File: config.mk
export PLATFORM = sky130hd
export DESIGN_NAME = alu_acc_flat
export DESIGN_NICKNAME = d
export VERILOG_FILES = /design/src/rtl/alu_pkg.sv /design/src/rtl/alu_acc_if.sv /design/src/rtl/alu_mul_seq.sv /design/src/rtl/alu_acc.sv /design/src/flat_wrapper.sv
export SDC_FILE = /design/constraint.sdc
export NUM_CORES = 1
export LEC_CHECK = 0
export ABC_AREA = 0
export CAP_MARGIN = 20
export CORE_MARGIN = 5
export CORE_UTILIZATION = 64
export CTS_BUF_LIST = sky130_fd_sc_hd__clkbuf_16
export DETAILED_ROUTE_END_ITERATION = 12
export HOLD_SLACK_MARGIN = 0.02
export PLACE_DENSITY = 0.95
export SYNTH_ARGS = -nofsm -noshare
export SYNTH_HDL_FRONTEND = slang
export SYNTH_SLANG_ARGS = --single-unit
File: constraint.sdc
create_clock -name clk -period 6.9 [get_ports clk]
set_clock_uncertainty 0.2 [all_clocks]
set_input_delay 1.725 -clock clk [delete_from_list [all_inputs] [get_ports clk]]
set_output_delay 1.725 -clock clk [all_outputs]
set_load 0.005 [all_outputs]
File: src/rtl/alu_pkg.sv
// rtl/alu_pkg.sv - opcode/state enumerations and overflow helpers for alu_acc
package alu_pkg;

    localparam int OPCODE_W = 4;

    typedef enum logic [OPCODE_W-1:0] {
        OP_ADD    = 4'd0,
        OP_SUB    = 4'd1,
        OP_AND    = 4'd2,
        OP_OR     = 4'd3,
        OP_XOR    = 4'd4,
        OP_NOT    = 4'd5,
        OP_INC    = 4'd6,
        OP_DEC    = 4'd7,
        OP_SHL    = 4'd8,
        OP_SHR    = 4'd9,
        OP_ROL    = 4'd10,
        OP_ROR    = 4'd11,
        OP_CMP    = 4'd12,
        OP_MUL    = 4'd13,
        OP_ACC    = 4'd14,
        OP_CLRACC = 4'd15
    } opcode_e;

    typedef enum logic [1:0] {
        S_IDLE,
        S_EXEC,
        S_MUL,
        S_DONE
    } state_e;

    // Signed overflow from operand and result sign bits.
    function automatic logic add_ovf(input logic a_msb, input logic b_msb, input logic r_msb);
        return (a_msb == b_msb) && (r_msb != a_msb);
    endfunction

    function automatic logic sub_ovf(input logic a_msb, input logic b_msb, input logic r_msb);
        return (a_msb != b_msb) && (r_msb != a_msb);
    endfunction

endpackage

File: src/rtl/alu_acc_if.sv
// rtl/alu_acc_if.sv - operation request / result handshake bundle for alu_acc
interface alu_acc_if #(
    parameter int WIDTH = 8
);
    import alu_pkg::*;

    logic                in_valid;
    logic                in_ready;
    logic [WIDTH-1:0]    in_a;
    logic [WIDTH-1:0]    in_b;
    logic [OPCODE_W-1:0] opcode;
    logic                in_sel;
    logic                out_valid;
    logic                out_ready;
    logic [WIDTH-1:0]    out;
    logic [WIDTH-1:0]    out_hi;
    logic                flag_c;
    logic                flag_z;
    logic                flag_n;
    logic                flag_v;

    modport master (
        output in_valid, in_a, in_b, opcode, in_sel, out_ready,
        input  in_ready, out_valid, out, out_hi, flag_c, flag_z, flag_n, flag_v
    );

    modport slave (
        input  in_valid, in_a, in_b, opcode, in_sel, out_ready,
        output in_ready, out_valid, out, out_hi, flag_c, flag_z, flag_n, flag_v
    );

endinterface

File: src/rtl/alu_mul_seq.sv
// rtl/alu_mul_seq.sv - WIDTH-step shift-add unsigned multiplier
module alu_mul_seq #(
    parameter int WIDTH = 8
) (
    input  logic               clk,
    input  logic               reset,
    input  logic               enable,
    input  logic               start,
    input  logic [WIDTH-1:0]   a,
    input  logic [WIDTH-1:0]   b,
    output logic               done,
    output logic [2*WIDTH-1:0] product
);
    localparam int CW = $clog2(WIDTH + 1);

    logic [2*WIDTH-1:0] prod_q;
    logic [WIDTH-1:0]   a_q;
    logic [CW-1:0]      cnt_q;

    // Multiplier bits sit in the low half and are consumed LSB first.
    function automatic logic [2*WIDTH-1:0] mul_step(input logic [2*WIDTH-1:0] p,
                                                    input logic [WIDTH-1:0]   m);
        logic [WIDTH:0] upper;
        upper = {1'b0, p[2*WIDTH-1:WIDTH]} + (p[0] ? {1'b0, m} : '0);
        return {upper, p[WIDTH-1:1]};
    endfunction

    assign done    = (cnt_q == CW'(WIDTH));
    assign product = prod_q;

    // The start cycle already performs the first step, so done rises WIDTH-1 edges later.
    always_ff @(posedge clk) begin
        if (!reset) begin
            prod_q <= '0;
            a_q    <= '0;
            cnt_q  <= '0;
        end else if (enable) begin
            if (start) begin
                prod_q <= mul_step({{WIDTH{1'b0}}, b}, a);
                a_q    <= a;
                cnt_q  <= CW'(1);
            end else if (cnt_q != '0 && !done) begin
                prod_q <= mul_step(prod_q, a_q);
                cnt_q  <= cnt_q + CW'(1);
            end
        end
    end

endmodule

File: src/rtl/alu_acc.sv
// rtl/alu_acc.sv - handshaked ALU with accumulator and sequential multiplier
module alu_acc
    import alu_pkg::*;
#(
    parameter int WIDTH = 8
) (
    input  logic       clk,
    input  logic       reset,
    input  logic       enable,
    alu_acc_if.slave   bus
);
    localparam int M = WIDTH - 1;

    state_e             state_q, state_d;
    opcode_e            op_q;
    logic [WIDTH-1:0]   a_q, b_q, acc_q;
    logic               sel_q;
    logic               accept, capture, mul_start, mul_done;
    logic [2*WIDTH-1:0] mul_product;

    logic [WIDTH-1:0]   out_q, out_hi_q;
    logic               c_q, z_q, n_q, v_q, out_valid_q;

    logic [WIDTH-1:0]   s, res, res_hi;
    logic [WIDTH:0]     sum_ab, diff_ab, inc_s, dec_s, acc_sum;
    logic               res_c, res_z, res_n, res_v;

    always_comb begin
        state_d   = state_q;
        bus.in_ready = (state_q == S_IDLE) && enable && reset;
        accept    = bus.in_valid && bus.in_ready;
        mul_start = accept && (opcode_e'(bus.opcode) == OP_MUL);
        capture   = 1'b0;
        case (state_q)
            S_IDLE: if (accept) state_d = mul_start ? S_MUL : S_EXEC;
            S_EXEC: begin
                capture = enable;
                state_d = S_DONE;
            end
            S_MUL: if (mul_done) begin
                capture = enable;
                state_d = S_DONE;
            end
            S_DONE: if (out_valid_q && bus.out_ready) state_d = S_IDLE;
            default: state_d = S_IDLE;
        endcase
    end

    always_ff @(posedge clk) begin
        if (!reset) state_q <= S_IDLE;
        else if (enable) state_q <= state_d;
    end

    always_ff @(posedge clk) begin
        if (!reset) begin
            op_q  <= OP_ADD;
            a_q   <= '0;
            b_q   <= '0;
            sel_q <= 1'b0;
        end else if (accept) begin
            op_q  <= opcode_e'(bus.opcode);
            a_q   <= bus.in_a;
            b_q   <= bus.in_b;
            sel_q <= bus.in_sel;
        end
    end

    alu_mul_seq #(.WIDTH(WIDTH)) u_mul (
        .clk     (clk),
        .reset   (reset),
        .enable  (enable),
        .start   (mul_start),
        .a       (bus.in_a),
        .b       (bus.in_b),
        .done    (mul_done),
        .product (mul_product)
    );

    always_comb begin
        s       = sel_q ? a_q : b_q;
        sum_ab  = {1'b0, a_q} + {1'b0, b_q};
        diff_ab = {1'b0, a_q} - {1'b0, b_q};
        inc_s   = {1'b0, s} + (WIDTH+1)'(1);
        dec_s   = {1'b0, s} - (WIDTH+1)'(1);
        acc_sum = {1'b0, acc_q} + {1'b0, s};
        res     = '0;
        res_hi  = '0;
        res_c   = 1'b0;
        res_v   = 1'b0;
        case (op_q)
            OP_ADD: begin res = sum_ab[M:0]; res_c = sum_ab[WIDTH]; res_v = add_ovf(a_q[M], b_q[M], res[M]); end
            OP_SUB, OP_CMP: begin
                res   = diff_ab[M:0];
                res_c = diff_ab[WIDTH];
                res_v = sub_ovf(a_q[M], b_q[M], res[M]);
            end
            OP_AND: res = a_q & b_q;
            OP_OR:  res = a_q | b_q;
            OP_XOR: res = a_q ^ b_q;
            OP_NOT: res = ~s;
            OP_INC: begin res = inc_s[M:0]; res_c = inc_s[WIDTH]; res_v = add_ovf(s[M], 1'b0, res[M]); end
            OP_DEC: begin res = dec_s[M:0]; res_c = dec_s[WIDTH]; res_v = sub_ovf(s[M], 1'b0, res[M]); end
            OP_SHL: begin res = {s[M-1:0], 1'b0}; res_c = s[M]; end
            OP_SHR: begin res = {1'b0, s[M:1]};   res_c = s[0]; end
            OP_ROL: begin res = {s[M-1:0], s[M]}; res_c = s[M]; end
            OP_ROR: begin res = {s[0], s[M:1]};   res_c = s[0]; end
            OP_MUL: begin res = mul_product[M:0]; res_hi = mul_product[2*WIDTH-1:WIDTH]; end
            OP_ACC: begin res = acc_sum[M:0]; res_c = acc_sum[WIDTH]; res_v = add_ovf(acc_q[M], s[M], res[M]); end
            OP_CLRACC: res = '0;
            default: res = '0;
        endcase
        // CMP reports the subtraction flags but presents a zero result.
        res_z = (res == '0) && (res_hi == '0);
        res_n = (op_q == OP_MUL) ? res_hi[M] : res[M];
        if (op_q == OP_CMP) res = '0;
    end

    always_ff @(posedge clk) begin
        if (!reset) begin
            out_q       <= '0;
            out_hi_q    <= '0;
            {c_q, z_q, n_q, v_q} <= 4'b0000;
            out_valid_q <= 1'b0;
            acc_q       <= '0;
        end else if (enable) begin
            if (capture) begin
                out_q    <= res;
                out_hi_q <= res_hi;
                {c_q, z_q, n_q, v_q} <= {res_c, res_z, res_n, res_v};
                if (op_q == OP_ACC)    acc_q <= res;
                if (op_q == OP_CLRACC) acc_q <= '0;
            end
            if (state_q == S_DONE) begin
                if (!out_valid_q)       out_valid_q <= 1'b1;
                else if (bus.out_ready) out_valid_q <= 1'b0;
            end
        end
    end

    assign bus.out       = out_q;
    assign bus.out_hi    = out_hi_q;
    assign bus.flag_c    = c_q;
    assign bus.flag_z    = z_q;
    assign bus.flag_n    = n_q;
    assign bus.flag_v    = v_q;
    assign bus.out_valid = out_valid_q;

endmodule

File: src/flat_wrapper.sv
// flat-port wrapper written by rule: the top's interface ports become plain ports
module alu_acc_flat import alu_pkg::*;
#(
    parameter int WIDTH = 8
)
  (clk, reset, enable, bus_in_valid, bus_in_a, bus_in_b, bus_opcode, bus_in_sel, bus_out_ready, bus_in_ready, bus_out_valid, bus_out, bus_out_hi, bus_flag_c, bus_flag_z, bus_flag_n, bus_flag_v);
  alu_acc_if #(.WIDTH(WIDTH)) bus_i ();
  input  logic clk;
  input  logic reset;
  input  logic enable;
  input wire logic [$bits(bus_i.in_valid)-1:0] bus_in_valid;
  input wire logic [$bits(bus_i.in_a)-1:0] bus_in_a;
  input wire logic [$bits(bus_i.in_b)-1:0] bus_in_b;
  input wire logic [$bits(bus_i.opcode)-1:0] bus_opcode;
  input wire logic [$bits(bus_i.in_sel)-1:0] bus_in_sel;
  input wire logic [$bits(bus_i.out_ready)-1:0] bus_out_ready;
  output wire logic [$bits(bus_i.in_ready)-1:0] bus_in_ready;
  output wire logic [$bits(bus_i.out_valid)-1:0] bus_out_valid;
  output wire logic [$bits(bus_i.out)-1:0] bus_out;
  output wire logic [$bits(bus_i.out_hi)-1:0] bus_out_hi;
  output wire logic [$bits(bus_i.flag_c)-1:0] bus_flag_c;
  output wire logic [$bits(bus_i.flag_z)-1:0] bus_flag_z;
  output wire logic [$bits(bus_i.flag_n)-1:0] bus_flag_n;
  output wire logic [$bits(bus_i.flag_v)-1:0] bus_flag_v;
  assign bus_i.in_valid = bus_in_valid;
  assign bus_i.in_a = bus_in_a;
  assign bus_i.in_b = bus_in_b;
  assign bus_i.opcode = bus_opcode;
  assign bus_i.in_sel = bus_in_sel;
  assign bus_i.out_ready = bus_out_ready;
  assign bus_in_ready = bus_i.in_ready;
  assign bus_out_valid = bus_i.out_valid;
  assign bus_out = bus_i.out;
  assign bus_out_hi = bus_i.out_hi;
  assign bus_flag_c = bus_i.flag_c;
  assign bus_flag_z = bus_i.flag_z;
  assign bus_flag_n = bus_i.flag_n;
  assign bus_flag_v = bus_i.flag_v;
  alu_acc #(.WIDTH(WIDTH)) u_core (.clk(clk), .reset(reset), .enable(enable), .bus(bus_i));
endmodule
==> impl_metrics.sql <==
INSERT INTO impl_metrics (metric_group, metric, value, unit) VALUES
('clocking', 'root_buffer_cell', 'sky130_fd_sc_hd__clkbuf_16', ''),
('synthesis', 'synth_sequential_area_ratio', '27.1', '%'),
('floorplanning', 'floorplan.die.height', '106', 'um'),
('floorplanning', 'boundaryPins', '48', ''),
('synthesis', 'synth_edf_count', '0', ''),
('routing', 'dr_wl_met3', '1660', 'um'),
('routing', 'initialDrtViolationCount', '755', ''),
('timing', 'finalWorstPathRequiredPeriod', '5050', 'ps'),
('setup_path', 'crit_type', 'in -> out', ''),
('setup_path', 'endpoint_kind', 'primary output', ''),
('clocking', 'clock_sinks', '80', ''),
('cells_and_area', 'multi_input_comb_area', '0.00395', 'mm^2'),
('min_path', 'hold_path_startpoint', 'u_core.bus.out_hi[0]', ''),
('synthesis', 'number_of_distinct_library_cells_after_synthesis', '70', ''),
('global_routing', 'antenna_found_initial', '0', ''),
('clocking', 'h-tree-depth', '3', ''),
('clocking', 'cts-hold-fix-buffers', '0', ''),
('setup_path', 'cp_common_cell', 'sky130_fd_sc_hd__clkdlybuf4s50_1', ''),
('setup_path', 'data_required_time_of_the_critical_path', '4970', 'ps'),
('setup_path', 'worst_setup_path_startpoint', 'reset', ''),
('clocking', 'number_of_gates_resized_after_cts', '0', ''),
('synthesis', 'synth.yosys.warnings', '0', ''),
('setup_path', 'path_cells', 'clkdlybuf4s50_1, buf_4, and3_1, clkdlybuf4s50_1', ''),
('floorplanning', 'fp.dieArea', '0.0113', 'mm^2'),
('routing', 'drt.antenna.violating_nets', '0', ''),
('setup_path', 'slowest_stage', 'sky130_fd_sc_hd__clkdlybuf4s50_1', ''),
('setup_path', 'worst_r2r_startpoint', 'u_core.sel_q', ''),
('placed_design', 'numPortBuffers', '47', ''),
('synthesis', 'ys_top_cells_by_area', 'sky130_fd_sc_hd__dfxtp_1 (27%), sky130_fd_sc_hd__ha_1 (11%), sky130_fd_sc_hd__nand2_1 (8.7%)', ''),
('cells_and_area', 'nets', '889', ''),
('routing', 'avgViaCountPerCell', '6.75', ''),
('routing', 'detail_route.drc_violations', '0', ''),
('cells_and_area', 'instances_no_fill', '924', ''),
('min_path', 'timing.hold.worst.class', 'reg -> reg', ''),
('run_status', 'outcome', 'complete, no violations', ''),
('cells_and_area', 'layout-area-overhead-vs-synth', '13.1', '%'),
('routing', 'wl_met2', '9650', 'um'),
('synthesis', 'postSynthAreaPerCell', '7.51', 'um^2'),
('timing', 'layout_worst_path_cycle_share', '73.2', '%'),
('routing', 'drt_pass1_iterations', '8', ''),
('timing', 'holdWs', '252', 'ps'),
('cells_and_area', 'layout.area.seq', '0.00160', 'mm^2'),
('routing', 'wl_per_cell', '21.3', 'um'),
('clocking', 'clock_insertion_delay_worst_skew', '330', 'ps'),
('synthesis', 'ffs_w_async_s_r_synth', '0', '%'),
('global_routing', 'gr-total-overflow', '0', ''),
('cells_and_area', 'layout.filler_cells', '676', ''),
('global_routing', 'first_global_vias', '6293', ''),
('cells_and_area', 'diodes', '0', ''),
('synthesis', 'synth_top_cells_by_count', 'sky130_fd_sc_hd__nand2_1 (137), sky130_fd_sc_hd__dfxtp_1 (80), sky130_fd_sc_hd__a21oi_1 (78)', ''),
('timing', 'setup_viol', '0', ''),
('setup_path', 'cpPeakStageDelay', '510', 'ps'),
('power_and_ir_drop', 'p_leak', '2.57', 'nW'),
('synthesis', 'syn-num-nets', '868', ''),
('placed_design', 'place_congestion', '1.01', ''),
('setup_path', 'worst_ep_arrival_time', '3130', 'ps'),
('timing', 'maxSlewViolCount', '0', ''),
('clocking', 'postCtsSetupRepairBufs', '0', ''),
('timing', 'final_hold_viol_count', '0', ''),
('synthesis', 'synth_largest_type_area_fraction', '27.1', '%'),
('timing', 'setup-tns-final', '0', 'ps'),
('synthesis', 'yosys.area.top_type', 'sky130_fd_sc_hd__dfxtp_1', ''),
('floorplanning', 'num_rows', '35', ''),
('power_and_ir_drop', 'power.density_cell_area', '182', 'mW/mm^2'),
('timing', 'worst_slew_pin_slew', '1050', 'ps'),
('synthesis', 'synth_cells', '787', ''),
('global_routing', 'track_usage', '35.5', '%'),
('timing', 'setup_repair_after_global_routing_missed_its_margin', 'false', ''),
('global_routing', 'maximum_number_of_pins_on_one_net_before_global_route_repair', '63', ''),
('timing', 'relSlewSlack', '30.0', '%'),
('synthesis', 'synthFlopType', 'sky130_fd_sc_hd__dfxtp_1', '');
## power by group
part | internal, mW | switching, mW | leakage, nW
Clock | 0.252 | 0.217 | 0.136
Combinational | 0.0986 | 0.160 | 1.78
Sequential | 0.472 | 0.0174 | 0.646
## sequential cells by signal, indices dropped and copies added, names as in the netlist, 2 cells and up
register,flops
u_core.state_q,2
u_core.bus.out_hi,8
u_core.b_q,8
u_core.op_q,4
u_core.a_q,8
u_core.u_mul.cnt_q,4
u_core.u_mul.product,16
u_core.u_mul.a_q,8
u_core.bus.out,8
u_core.acc_q,8
## kinds of logic (layout without fill, tap and decap cells)
| group | count (synthesis) | after routing | synth area share, % |
|---|---|---|---|
| simple gates | 291 | 291 | 22.5 |
| compound gates | 231 | 231 | 26.3 |
| buf+inv | 92 | 118 | 6.12 |
| flops | 80 | 80 | 27.1 |
| fa+ha+maj | 55 | 55 | 12.2 |
| xor+xnor | 27 | 27 | 4.00 |
| mux | 11 | 11 | 1.86 |
## layer usage
metal | vias to the layer above | track usage, %
li1 | 2831 | -
met1 | 2959 | 42.1
met2 | 361 | 62.9
met3 | 85 | 5.28
met4 | 0 | 16.9
met5 | - | 0
## layout by cell type (no fill, tap or decap), drive strengths merged, types with 10 or more instances in the layout
cell type and count:
nand2 137, inv 48, mux2i 11, a21boi 11, nor3 10, xor2 12, nor2 58, o21ai 32
a21oi 78, dfxtp 80, nand3 23, clkdlybuf4s50 47, ha 51, a22oi 17, nand2b 10, and2 13
buf 10, xnor2 15
## per-stage QoR
step / worst slack (ps) / power [mW] / area [um^2]
after floorplan: 2810 / 0.660 / 5910
after global placement: 1860 / 0.737 / 6380
after detailed placement: 1850 / 0.747 / 6390
after CTS: 1850 / 1.21 / 6680
after global routing: 1810 / 1.26 / 6680
final: 1850 / 1.22 / 6680
## cell type report
class	instances	area share, %
clock inverters	7	0.955
flip-flops and latches	80	24.0
well taps	111	2.08
repair buffers	57	8.07
inverters	45	2.53
multi-input cells	615	59.0
clock buffers	9	3.37
## path summary, 6_finish.rpt
kind	to	slack (ps)	depth (start not counted)
hold / removal	u_core.bus.out_hi[0]	250	2
hold reg to reg	u_core.bus.out_hi[0]	250	2
setup reg to reg	u_core.bus.flag_z	2280	12
setup / recovery	bus_in_ready	1850	4
## worst max-delay path, delay by kind of cell
kind / cells / cell delay (ps)
AND/OR/NAND/NOR: 1 / 210
buffers and inverters: 3 / 1200
Note: power is estimated with default switching activity, not from simulation.
